--- src/rtl/seq_div.sv ---
// Sequential unsigned restoring divider: one quotient bit per clock, MSB first.
// The trial subtraction is a ripple chain of fa cells; its carry-out is the
// "no borrow" decision for the current quotient bit.

// One-bit full adder cell used to build the trial subtractor.
module fa (
    input  logic a,
    input  logic b,
    input  logic ci,
    output logic s,
    output logic co
);
    assign s  = a ^ b ^ ci;
    assign co = (a & b) | (ci & (a ^ b));
endmodule

// state | meaning
// IDLE  | waiting for start; results hold last values
// RUN   | one restoring-division iteration per clock, counter counts down
// DONE  | results valid, done=1 for this single cycle
module seq_div #(
    parameter int WIDTH = 8
) (
    input  logic             clk,
    input  logic             rst_n,
    input  logic             start,
    input  logic [WIDTH-1:0] dividend,
    input  logic [WIDTH-1:0] divisor,
    output logic [WIDTH-1:0] quotient,
    output logic [WIDTH-1:0] remainder,
    output logic             busy,
    output logic             done,
    output logic             div_by_zero
);
    localparam int CW = $clog2(WIDTH + 1);

    typedef enum logic [1:0] {
        IDLE = 2'd0,
        RUN  = 2'd1,
        DONE = 2'd2
    } state_t;

    state_t           state_q, state_d;
    logic [WIDTH-1:0] prem_q, prem_d;
    logic [WIDTH-1:0] shreg_q, shreg_d;
    logic [WIDTH-1:0] dvs_q, dvs_d;
    logic [WIDTH-1:0] quot_q, quot_d;
    logic [WIDTH-1:0] rem_q, rem_d;
    logic [CW-1:0]    cnt_q, cnt_d;
    logic             busy_q, busy_d;
    logic             done_q, done_d;
    logic             dbz_q, dbz_d;

    // Shifted partial remainder minus divisor: a + ~b + 1 over WIDTH+1 bits.
    logic [WIDTH:0]   trial_a;
    logic [WIDTH:0]   trial_b;
    logic [WIDTH:0]   trial_s;
    logic [WIDTH+1:0] carry;
    logic             no_borrow;
    logic             unused_diff_msb;

    assign trial_a  = {prem_q, shreg_q[WIDTH-1]};
    assign trial_b  = ~{1'b0, dvs_q};
    assign carry[0] = 1'b1;

    for (genvar i = 0; i <= WIDTH; i++) begin : g_sub
        fa u_fa (
            .a  (trial_a[i]),
            .b  (trial_b[i]),
            .ci (carry[i]),
            .s  (trial_s[i]),
            .co (carry[i+1])
        );
    end

    assign no_borrow = carry[WIDTH+1];
    // With no borrow the difference is below the divisor, so its MSB is always 0.
    assign unused_diff_msb = trial_s[WIDTH];

    // Next-state and datapath update for IDLE/RUN/DONE.
    always_comb begin
        state_d = state_q;
        prem_d  = prem_q;
        shreg_d = shreg_q;
        dvs_d   = dvs_q;
        quot_d  = quot_q;
        rem_d   = rem_q;
        cnt_d   = cnt_q;
        busy_d  = busy_q;
        done_d  = 1'b0;
        dbz_d   = dbz_q;
        case (state_q)
            IDLE: begin
                if (start) begin
                    if (divisor != '0) begin
                        state_d = RUN;
                        prem_d  = '0;
                        shreg_d = dividend;
                        dvs_d   = divisor;
                        cnt_d   = CW'(WIDTH);
                        busy_d  = 1'b1;
                    end else begin
                        state_d = DONE;
                        quot_d  = '1;
                        rem_d   = dividend;
                        dbz_d   = 1'b1;
                        done_d  = 1'b1;
                    end
                end
            end
            RUN: begin
                shreg_d = {shreg_q[WIDTH-2:0], no_borrow};
                prem_d  = no_borrow ? trial_s[WIDTH-1:0] : trial_a[WIDTH-1:0];
                cnt_d   = cnt_q - CW'(1);
                if (cnt_q == CW'(1)) begin
                    state_d = DONE;
                    quot_d  = shreg_d;
                    rem_d   = prem_d;
                    dbz_d   = 1'b0;
                    busy_d  = 1'b0;
                    done_d  = 1'b1;
                end
            end
            DONE: begin
                state_d = IDLE;
            end
            default: begin
                state_d = IDLE;
                busy_d  = 1'b0;
            end
        endcase
    end

    // State, datapath and registered outputs; reset clears everything at once.
    always_ff @(posedge clk or negedge rst_n) begin
        if (!rst_n) begin
            state_q <= IDLE;
            prem_q  <= '0;
            shreg_q <= '0;
            dvs_q   <= '0;
            quot_q  <= '0;
            rem_q   <= '0;
            cnt_q   <= '0;
            busy_q  <= 1'b0;
            done_q  <= 1'b0;
            dbz_q   <= 1'b0;
        end else begin
            state_q <= state_d;
            prem_q  <= prem_d;
            shreg_q <= shreg_d;
            dvs_q   <= dvs_d;
            quot_q  <= quot_d;
            rem_q   <= rem_d;
            cnt_q   <= cnt_d;
            busy_q  <= busy_d;
            done_q  <= done_d;
            dbz_q   <= dbz_d;
        end
    end

    assign quotient    = quot_q;
    assign remainder   = rem_q;
    assign busy        = busy_q;
    assign done        = done_q;
    assign div_by_zero = dbz_q;
endmodule
--- config.mk ---
export PLATFORM = sky130hd
export DESIGN_NAME = seq_div
export DESIGN_NICKNAME = d
export VERILOG_FILES = /design/src/rtl/seq_div.sv
export SDC_FILE = /design/constraint.sdc
export NUM_CORES = 1
export LEC_CHECK = 0
export ABC_AREA = 0
export ABC_CLOCK_PERIOD_IN_PS = 4000
export BUFFER_PORTS_ARGS = -buffer_cell sky130_fd_sc_hd__buf_2
export CAP_MARGIN = 20
export CORE_MARGIN = 8
export CORE_UTILIZATION = 41
export DETAILED_ROUTE_END_ITERATION = 8
export PLACE_DENSITY = 0.61
export SLEW_MARGIN = 25
export SYNTH_ARGS = -nofsm -noshare
export SYNTH_HDL_FRONTEND = slang
export SYNTH_SLANG_ARGS = --single-unit
--- constraint.sdc ---
create_clock -name clk -period 4 [get_ports clk]
set_input_delay 0.8 -clock clk [delete_from_list [all_inputs] [get_ports clk]]
set_output_delay 0.8 -clock clk [all_outputs]
set_load 0.05 [all_outputs]
==> impl_metrics.json <==
{
  "antenna_found_initial": 0,
  "clockRootBuffer": "clkbuf_8",
  "overflow": 0,
  "dr.pass1.iters": 4,
  "chipWidth_microns": 92.5,
  "cts_tree": "done",
  "fin_skew_ns": 0.00752,
  "boundaryPins": 38,
  "synthTopCellsByCount": "49 x dfrtp_1, 27 x nand2_1, 23 x mux2_2",
  "dr_total_vias": 1657,
  "synth_area_sq_um": 2400,
  "synthTopCellsByArea": "dfrtp_1 51%, mux2_2 11%, fa_1 5.8%",
  "hold_class": "input port to async pin",
  "synthToLayoutAreaGrowth_pct": 21.0,
  "maxSlewHeadroom_pct": 36.1,
  "cts_made_buffers": 5,
  "drtAntennaViolNets": 0,
  "synth.most_common_cell": "dfrtp_1",
  "wl_per_cell_microns": 15.5,
  "grt_setup_unrepaired": "yes",
  "layout_min_cycle_time_ns": 3.96,
  "fp.dieH_microns": 92.5,
  "path_max_fanout": 5,
  "clkLatencyLatePin_ns": 0.30,
  "die-area_sq_um": 8550,
  "grt_pass1_wl_microns": 8690,
  "grt_pass1_vias": 1836,
  "synthesis.nets": 238,
  "ys_seq_elements": 49,
  "numClockSinks": 49,
  "via_per_inst": 5.05,
  "setup_viol": 0,
  "cp.arrival_ns": 4.20,
  "postSynthAreaPerCell_sq_um": 11.5,
  "synth_cell_types": 33,
  "syn_inst": 209,
  "tightest_slew_ns": 0.955,
  "drive_above_1_share_pct": 41.5,
  "post-route-period-util_pct": 99.1,
  "core_sq_um": 5780,
  "synth_top_cell_by_area": "dfrtp_1",
  "slew_viol_final": 0,
  "timing.fmax_mhz": 252,
  "grt_max_degree": 32,
  "first_iter_violations": 36,
  "htree_levels": 2,
  "hold_viol_final": 0,
  "end_kind": "register",
  "synthArstFlopShare_pct": 100,
  "core.rowCount": 28,
  "gp_congestion": 0.794,
  "synth_edf_count": 0,
  "worstSetupPathType": "register to register",
  "r2r_cells": 14,
  "grt_use_total_pct": 12.6,
  "drv_cap": 0,
  "n_antenna_cell": 0,
  "drc": 0,
  "whs_ns": 0.437,
  "drt-total-wl_microns": 5080,
  "clockBufferDepth": 2,
  "portBuffers": 37,
  "yosysSeqAreaShare_pct": 51.1,
  "status": "completed",
  "clkTransAtPathRegs_ns": 0.09,
  "start_kind": "register",
  "start_util_pct": 41.5,
  "synth_top_area_share_pct": 51.1,
  "ys_warn_count": 0,
  "dp_hpwl_microns": 3650,
  "postCtsHoldBufs": 0,
  "synth_ff_type": "dfrtp_1",
  "worst_ep_required_time_ns": 4.24,
  "fin_nets": 281
}
==> critical path, stage by stage (launching register included) <==
cell,delay (ns)
dfrtp_1,0.40
ha_2,0.19
fa_2,0.33
fa_2,0.35
fa_2,0.37
fa_2,0.38
fa_2,0.37
fa_2,0.35
fa_2,0.40
nand2b_4,0.10
buf_6,0.12
buf_6,0.11
nor2_4,0.04
o31ai_2,0.23
mux2_4,0.18
==> final timing paths <==
check,from,end,slack [ns]
worst max-delay path,dvs_q[0]$_DFFE_PN0P_,remainder[2]$_DFFE_PN0P_,0.04
max in group asynchronous,rst_n,prem_q[0]$_DFFE_PN0P_,2.79
worst min register to register,busy$_DFFE_PN0P_,busy$_DFFE_PN0P_,0.48
worst max register to register,dvs_q[0]$_DFFE_PN0P_,remainder[2]$_DFFE_PN0P_,0.04
min in group clk,busy$_DFFE_PN0P_,busy$_DFFE_PN0P_,0.48
worst min-delay path,rst_n,quotient[6]$_DFFE_PN0P_,0.44
==> routing by layer <==
layer	GRT usage (%)	up-vias	wire length [microns]
met5	0	-	0
met4	4.43	0	54
met3	2.83	4	167
met2	20.7	23	2530
met1	15.9	831	2320
li1	-	799	-
==> cell usage in the layout, fill, tap and decap left out, types with 3 or more instances in the layout <==
cell type and count:
o31ai_1 5, and2_4 7, clkbuf_8 7, nand2_1 27, o21ai_0 5, buf_2 37
mux2_4 4, o31ai_2 3, buf_4 8, nor2_1 15, o22a_1 8, a22o_1 7
dfrtp_1 49, inv_1 13, buf_6 3, fa_2 7, mux2_2 20
==> layout make-up <==
class | count | area [sq um]
clock inverters | 1 | 5.00
fillers | 547 | 2880
inverters | 13 | 48.8
flip-flops and latches | 49 | 1230
well taps | 75 | 93.8
clock buffers | 7 | 96.3
repair buffers | 48 | 279
multi-input cells | 135 | 1150
==> repair_timing <==
action	in CTS	in global routing
pin swaps	7	10
cloned	1	0
buffers inserted	0	1
endpoints found under the hold margin	0	0
gates resized for setup	7	18
endpoints found under the setup margin	10	8
==> flip-flops by register name (all words and copies together) (netlist names) <==
signal and count:
done 1, state_q 2, dvs_q 8, cnt_q 4, shreg_q 8, prem_q 8
div_by_zero 1, remainder 8, quotient 8, busy 1
==> cell families after synthesis <==
logic type      after synthesis  synth area share (%)
compound gates               40                  13.8
fa+ha+maj                    10                  7.41
buf+inv                      25                  4.38
flops                        49                  51.1
mux                          25                  11.7
simple gates                 60                  11.6
==> stage by stage <==
step                area [sq um]  utilization, %  setup TNS, ns  setup WS, ns  instances
floorplan                   2430               -              0        0.0108        209
global placement            2700            46.7         -0.411       -0.0822        318
detailed placement          2700            46.7          -1.05        -0.160        318
CTS                         2830            49.0              0        0.0145        327
global route                2900            50.2         -0.569       -0.0954        328
finish                      2900            50.2              0        0.0359        328
Power is left out: the tool's default activity adds up to more than one toggle a clock period on the data nets, which glitch-free logic cannot reach.
